==> config.mk <==
export PLATFORM = sky130hd
export DESIGN_NAME = uart_rx_core
export DESIGN_NICKNAME = d
export VERILOG_FILES = /design/src/rtl/uart_rx_core.sv
export SDC_FILE = /design/constraint.sdc
export NUM_CORES = 1
export LEC_CHECK = 0
export ABC_AREA = 0
export CAP_MARGIN = 20
export CORE_MARGIN = 1.5
export CORE_UTILIZATION = 35
export CTS_BUF_LIST = sky130_fd_sc_hd__clkbuf_2 sky130_fd_sc_hd__clkbuf_4 sky130_fd_sc_hd__clkbuf_8
export CTS_CLUSTER_DIAMETER = 30
export DETAILED_ROUTE_END_ITERATION = 8
export GPL_TIMING_DRIVEN = 0
export PLACE_DENSITY = 0.53
export SETUP_SLACK_MARGIN = 0.4
export SLEW_MARGIN = 20
export SYNTH_ARGS = -nofsm -noshare
export SYNTH_HDL_FRONTEND = slang
export SYNTH_SLANG_ARGS = --single-unit
==> constraint.sdc <==
create_clock -name clk -period 4.2 [get_ports clk]
set_clock_uncertainty 0.2 [all_clocks]
set_input_delay 1.05 -clock clk [delete_from_list [all_inputs] [get_ports clk]]
set_output_delay 1.05 -clock clk [all_outputs]
set_load 0.01 [all_outputs]
==> src/rtl/uart_rx_core.sv <==
// uart_rx_core: 8N1 UART receiver with a latched baud divisor, a break state and sticky error flags
module uart_rx_core (
  input  logic        clk,
  input  logic        rst,
  input  logic        rx,
  input  logic [31:0] baud_div,
  input  logic        rd_ack,
  input  logic        err_clr,
  output logic [31:0] rx_data,
  output logic        rx_valid,
  output logic        overrun,
  output logic        frame_err,
  output logic        busy
);
  typedef enum logic [2:0] {IDLE, START, DATA, STOP, BREAK} state_t;
  state_t      r_state;
  logic [1:0]  r_sync;
  logic [31:0] r_cnt;
  logic [31:0] r_div;
  logic [2:0]  r_idx;
  logic [7:0]  r_shift;
  logic [7:0]  r_data;
  logic        r_valid;
  logic        r_overrun;
  logic        r_ferr;
  logic        w_rx_s;
  logic        w_bit_end;
  logic        w_deliver;
  logic        w_bad_stop;
  logic [31:0] w_half;
  logic [31:0] w_div;
  assign w_rx_s     = r_sync[1];
  assign w_div      = baud_div < 32'd2 ? 32'd2 : baud_div;
  assign w_half     = r_div >> 1;
  assign w_bit_end  = r_cnt == r_div - 32'd1;
  assign w_deliver  = r_state == STOP && w_bit_end && w_rx_s;
  assign w_bad_stop = r_state == STOP && w_bit_end && !w_rx_s;
  assign rx_data    = {24'b0, r_data};
  assign rx_valid   = r_valid;
  assign overrun    = r_overrun;
  assign frame_err  = r_ferr;
  assign busy       = r_state != IDLE;
  always_ff @(posedge clk) begin
    if (rst) begin
      r_state   <= IDLE;
      r_sync    <= 2'b11;
      r_cnt     <= '0;
      r_div     <= '0;
      r_idx     <= '0;
      r_shift   <= '0;
      r_data    <= '0;
      r_valid   <= 1'b0;
      r_overrun <= 1'b0;
      r_ferr    <= 1'b0;
    end else begin
      r_sync <= {r_sync[0], rx};
      if (w_deliver) r_data <= r_shift;
      // a read in the delivery cycle consumes the old byte, so no overrun
      r_valid   <= w_deliver ? 1'b1 : (rd_ack ? 1'b0 : r_valid);
      r_overrun <= (w_deliver && r_valid && !rd_ack) ? 1'b1 : (err_clr ? 1'b0 : r_overrun);
      r_ferr    <= w_bad_stop ? 1'b1 : (err_clr ? 1'b0 : r_ferr);
      case (r_state)
        IDLE: if (!w_rx_s) begin
          r_state <= START;
          r_cnt   <= '0;
          r_div   <= w_div;
        end
        START: if (r_cnt == w_half - 32'd1) begin
          r_state <= w_rx_s ? IDLE : DATA;
          r_cnt   <= '0;
          r_idx   <= '0;
        end else r_cnt <= r_cnt + 32'd1;
        DATA: if (w_bit_end) begin
          r_shift[r_idx] <= w_rx_s;
          r_cnt          <= '0;
          r_idx          <= r_idx + 3'd1;
          if (r_idx == 3'd7) r_state <= STOP;
        end else r_cnt <= r_cnt + 32'd1;
        STOP: if (w_bit_end) begin
          r_state <= w_rx_s ? IDLE : BREAK;
          r_cnt   <= '0;
        end else r_cnt <= r_cnt + 32'd1;
        BREAK: if (w_rx_s) r_state <= IDLE;
        default: r_state <= IDLE;
      endcase
    end
  end
endmodule
==> results_dict.tcl, run 1 <==
set metrics [dict create \
    top_layer "met4" \
    syn_area_um2 7000 \
    synthFlopType "dfxtp_1" \
    hold_buffers 0 \
    avgSynthCellArea_um2 7.46 \
    clockRootBuffer "clkbuf_8" \
    row_count 51 \
    run_status "finished clean" \
    drt_wl_total_um 24900 \
    clk_path_buf_depth 2 \
    placedCellCount 1275 \
    final_max_slew_viol_count 0 \
    min_period_over_period 0.984 \
    crit_required_ns 4.29 \
    rsz0062_at_grt "true" \
    insertion_delay_ns 0.40 \
    grt_first_pass_wirelength_um 38700 \
    min_period_ns 4.13 \
    ys_seq_area_frac 0.260 \
    r2r_slack_ns 0.07 \
    tightest_slew_ns 0.781 \
    start_util 0.359 \
    antenna_cells 0 \
    synth-seq-cells 91 \
    drtPass1Iterations 5 \
    grt.overflow.total 0 \
    setup_viol 0 \
    finalHoldViolCount 0 \
    grtUsageTotal 0.243 \
    layout.cells.non_filler 1358 \
    dp_hpwl_um 18100 \
    ant_nets 0 \
    r2r_cells 13 \
    dp_slack_ns -0.772 \
    tritoncts "yes" \
    criticalPathCategory "flop to flop" \
    critical_path.endpoint "r_cnt[2]" \
    netlist_instances 939 \
    fp.dieArea_um2 20900 \
    cts_made_buffers 9 \
    fin_nets 1130 \
    first_global_vias 6987 \
    p_leak_nw 3.62 \
    path_max_fanout 5 \
    setup_ws_ns 0.0678 \
    vias 7500 \
    port_buffers 48 \
    clkTransAtPathRegs_ns 0.10 \
    die_y_um 144 \
    post-route-drc-count 0 \
    place_congestion 0.938 \
    ioPinCount 73 \
    rr_startpoint "r_div[16]" \
    via_per_inst 5.52 \
    antenna_found_initial 0 \
    wl_met2_um 11600 \
    ys_warn_count 0 \
    fillers 2015 \
    critPathLaunch "r_div[16]" \
    cap_violations 0 \
    power.density_nw_per_um2 257 \
    hold_class "flop to flop" \
    wl_per_cell_um 18.3 \
    coreArea_um2 19500 \
    synth_cell_type_count 81 \
    timing.fmax_ghz 0.242 \
    htree_num_levels 3 \
    postSynth.asyncResetShare 0 \
    max_slew_margin 0.477 \
    grt_max_degree 20 \
    ir_drop_v 0.000168 \
    dr_wl_met3_um 1310 \
    clock_sinks 91 \
    end_kind "flop" \
    critPathArrivalTime_ns 4.22 \
    fp.dieW_um 144 \
    layout-drive-gt1-share 0.220 \
    area.growth.synth_to_final_pct 32.6 \
    r2r-end "r_cnt[2]" \
    worstSetupStartpointType "flop" \
    synth-edff-count 0 \
    drt_iter0_markers 473 \
    m1WireLength_um 11500 \
]
==> metrics by stage <==
stage	util	hold WS [ns]	cell area (µm²)	TNS, ns	power [W]
final	0.475	0.218	9280	0	0.00239
after global placement	0.407	0.190	7950	-28.84	0.00158
after detailed placement	0.407	0.194	7950	-28.28	0.00158
after CTS	0.457	0.219	8920	0	0.00230
after global routing	0.475	0.242	9280	0	0.00249
after floorplan	-	0.189	7140	0	0.00138
==> state kept, by name, indices dropped and copies added, names as in the netlist <==
signal     count
frame_err      1
overrun        1
r_cnt         32
r_data         8
r_div         32
r_idx          3
r_shift        8
r_state        3
r_sync         2
rx_valid       1
==> power by group <==
part	leakage, nW	switching [W]	internal (W)
Sequential	0.739	0.0000130	0.000879
Combinational	2.78	0.000485	0.000384
Clock	0.102	0.000389	0.000237
==> kinds of logic after synthesis <==
logic type | count (synthesis) | synth area share
other | 1 | 0.000536
DFF | 91 | 0.260
adders and majority gates | 5 | 0.00893
xor gates and xnor gates | 79 | 0.0988
AOI/OAI and AO/OA | 210 | 0.220
and+or+nand+nor | 411 | 0.303
muxes | 16 | 0.0231
buffers and inverters | 126 | 0.0854
==> timing repair <==
item | in CTS | in global routing
pin swaps | 52 | 33
cloned | 3 | 0
setup buffers | 43 | 21
gates resized for setup | 94 | 52
setup endpoints to repair | 57 | 57
==> worst min-delay path by stage <==
stage	cells past startpoint	endpoint	from	slack, ns
4_1_cts	1	r_sync[1]	r_sync[0]	0.22
2_1_floorplan	1	r_sync[1]	r_sync[0]	0.19
3_5_place_dp	1	r_sync[1]	r_sync[0]	0.19
3_3_place_gp	1	r_sync[1]	r_sync[0]	0.19
6_report	1	r_sync[1]	r_sync[0]	0.22
5_1_grt	1	r_sync[1]	r_sync[0]	0.24
==> cells in the mapped netlist (all sizes together), types with 16 or more instances <==
master | n | area (µm²)
xnor2 | 48 | 420
nor3 | 28 | 145
buf | 43 | 285
o21ai | 34 | 196
nor4 | 33 | 243
nand3 | 32 | 160
a21o | 16 | 120
dfxtp | 91 | 1820
nand4 | 25 | 156
clkbuf | 68 | 256
nor2 | 62 | 233
xor2 | 31 | 272
nand2 | 135 | 507
a21oi | 45 | 225
==> metal layers <==
metal / up-vias / GRT usage
met5: - / 0
met3: 26 / 0.0351
li1: 3669 / -
met1: 3575 / 0.326
met2: 230 / 0.406
met4: 0 / 0.0606
==> cell type report <==
type                    instances  area, µm²  area share
multi-input cells             745       5130       0.552
clock buffers                   9        124      0.0133
plain buffers                 111        682      0.0735
clock inverters                 7       73.8     0.00795
repair buffers                115       1050       0.114
well taps                     265        332      0.0357
inverters                      15       56.3     0.00606
flip-flops and latches         91       1830       0.197
==> cell usage in the layout, fill, tap and decap left out, drive strengths merged, types with 25 or more instances in the layout <==
cell,n
nand4,25
nor4,33
buf,111
o21ai,34
clkbuf,76
nand2,135
dfxtp,91
xor2,31
xnor2,48
clkdlybuf4s50,48
nor3,28
nor2,62
nand3,32
a21oi,45
==> critical path, stage by stage (launching register included) <==
cell and delay, ns:
dfxtp_2 0.33, buf_6 0.11, or4_4 0.53, or3_4 0.39, or3_4 0.41, a2111oi_4 0.33, o211ai_1 0.19, or4_4 0.54
buf_6 0.15, and2_4 0.15, buf_8 0.12, o31ai_4 0.30, buf_6 0.22, o2bb2ai_2 0.07
Power figures use the tool's default switching activity.
==> inputs of run 2 (changes only) <==
--- a/config.mk
+++ b/config.mk
@@ -7,7 +7,7 @@
 export LEC_CHECK = 0
 export ABC_AREA = 0
 export CAP_MARGIN = 20
-export CORE_MARGIN = 1.5
+export CORE_MARGIN = 4
 export CORE_UTILIZATION = 35
 export CTS_BUF_LIST = sky130_fd_sc_hd__clkbuf_2 sky130_fd_sc_hd__clkbuf_4 sky130_fd_sc_hd__clkbuf_8
 export CTS_CLUSTER_DIAMETER = 30
==> run 2 against run 1 <==
Compared with the run above:
- count of clock-buffer cells in the layout unchanged
- routed wire length grew 1.6%
- worst setup slack improved by 0.0034 ns
- sequential share of layout area down 0.13 points
- hold slack better by 0.0032 ns
- first-iteration DRC count up 26%
- cell area up 0.59%
- global-route usage decreased by 2.1 points
- utilization up 0.13 points
- die area is 7.0% higher
- final cell count shrank 0.22%
- critical endpoint unchanged
==> results_dict.tcl, run 2 (synthesized netlist as in run 1, its figures left out) <==
set metrics [dict create \
    ant_nets 0 \
    fin_nets 1127 \
    critPathLaunch "r_div[11]" \
    path_max_fanout 5 \
    worstSetupStartpointType "flop" \
    hold_class "flop to flop" \
    ioPinCount 73 \
    r2r_cells 13 \
    fp.dieW_um 149 \
    grt_max_degree 20 \
    whs_path_depth 1 \
    drt_wl_total_um 25300 \
    grt_first_pass_wirelength_um 38700 \
    row_count 51 \
    design_area_um2 9340 \
    first_global_vias 6856 \
    drtPass1Iterations 5 \
    area.growth.synth_to_final_pct 33.4 \
    r2r-end "r_cnt[2]" \
    criticalPathCategory "flop to flop" \
    critPathArrivalTime_ns 4.23 \
    dp_slack_ns -0.741 \
    dpl_cell_area_um2 7950 \
    min_period_ns 4.13 \
    cap_violations 0 \
    p_leak_nw 3.64 \
    power.density_nw_per_um2 251 \
    ir_drop_v 0.000151 \
    setup_ws_ns 0.0712 \
    grt.overflow.total 0 \
    vias 7528 \
    end_kind "flop" \
    rr_startpoint "r_div[11]" \
    coreArea_um2 19600 \
    antenna_cells 0 \
    insertion_delay_ns 0.40 \
    tightest_slew_ns 0.859 \
    reg_top3 "r_cnt x32, r_div x32" \
    htree_num_levels 3 \
    drt_iter0_markers 596 \
    clockRootBuffer "clkbuf_8" \
    fp.dieArea_um2 22300 \
    max_slew_margin 0.427 \
    layout-drive-gt1-share 0.223 \
    holdPathEnd "r_sync[1]" \
    place_congestion 0.892 \
    min_period_over_period 0.983 \
    grtUsageTotal 0.222 \
    cts_made_buffers 9 \
    rsz0062_at_grt "true" \
    setup_viol 0 \
    dp_hpwl_um 18400 \
    port_buffers 48 \
    start_util 0.357 \
    hold_start "r_sync[0]" \
    die_y_um 149 \
    finalHoldViolCount 0 \
    hold_buffers 0 \
    clkTransAtPathRegs_ns 0.11 \
    tritoncts "yes" \
    final_max_slew_viol_count 0 \
    post-route-drc-count 0 \
    crit_required_ns 4.30 \
    run_status "finished clean" \
    r2r_slack_ns 0.07 \
    wl_per_cell_um 18.7 \
    clock_sinks 91 \
    final_common_cell "nand2_1" \
    antenna_found_initial 0 \
    placedCellCount 1275 \
    layout.cells.non_filler 1355 \
    clk_path_buf_depth 2 \
    final_cell_mix "132 x nand2_1, 85 x dfxtp_1, 72 x buf_4" \
    timing.fmax_ghz 0.242 \
    via_per_inst 5.56 \
]
run 2: worst max path at each step:
| stage | endpoint | slack (ns) | depth (start not counted) |
|---|---|---|---|
| 5_1_grt | r_cnt[28] | -0.04 | 15 |
| 3_3_place_gp | r_state[0] | -0.91 | 11 |
| 3_5_place_dp | r_state[0] | -0.74 | 11 |
| 4_1_cts | r_cnt[2] | 0.02 | 13 |
| 6_report | r_cnt[2] | 0.07 | 13 |
| 2_1_floorplan | r_cnt[22] | 0.39 | 13 |
run 2: timing repair:
item                                    in CTS  in global routing
gates resized for setup                     65                 95
gates cloned                                 2                  2
endpoints found under the setup margin      57                 57
pin swaps                                   32                 40
buffers inserted                            29                 31
run 2: cell type report:
cell class	instances	area (µm²)
fillers	1987	10300
multi-input cells	746	5170
flip-flops and latches	91	1830
repair buffers	111	1070
plain buffers	111	677
well taps	265	332
clock buffers	9	124
clock inverters	7	77.6
inverters	15	56.3
run 2: report_power, final:
part	internal (W)	total, W	switching, W
registers	0.000879	0.000892	0.0000123
logic	0.000353	0.000822	0.000469
clock network	0.000238	0.000631	0.000393
total	0.00147	0.00235	0.000875
run 2: critical path, cell delays in order, from the launching register on:
cell       delay [ns]
dfxtp_2          0.34
buf_6            0.11
or4_4            0.52
or2_4            0.27
or4_4            0.52
a2111oi_4        0.30
o211ai_1         0.20
or4_4            0.54
buf_6            0.15
and2_4           0.15
buf_8            0.12
o31ai_4          0.31
buf_6            0.22
o2bb2ai_2        0.07
run 2: through the flow:
step	setup TNS (ns)	total power [W]	hold slack, ns	util
final	0	0.00235	0.221	0.477
after global routing	-0.229	0.00247	0.251	0.477
after CTS	0	0.00227	0.224	0.443
after detailed placement	-25.59	0.00158	0.197	0.406
after global placement	-30.58	0.00158	0.190	0.406
after floorplan	0	0.00138	0.189	-
run 2: per-layer routing:
layer,routed length (µm),vias up,part of all wire,GRT usage
met5,0,-,0,0
met4,482,0,0.019,0.0554
met3,1510,39,0.060,0.0491
li1,-,3650,-,-
met1,11400,3596,0.45,0.300
met2,11900,243,0.47,0.360
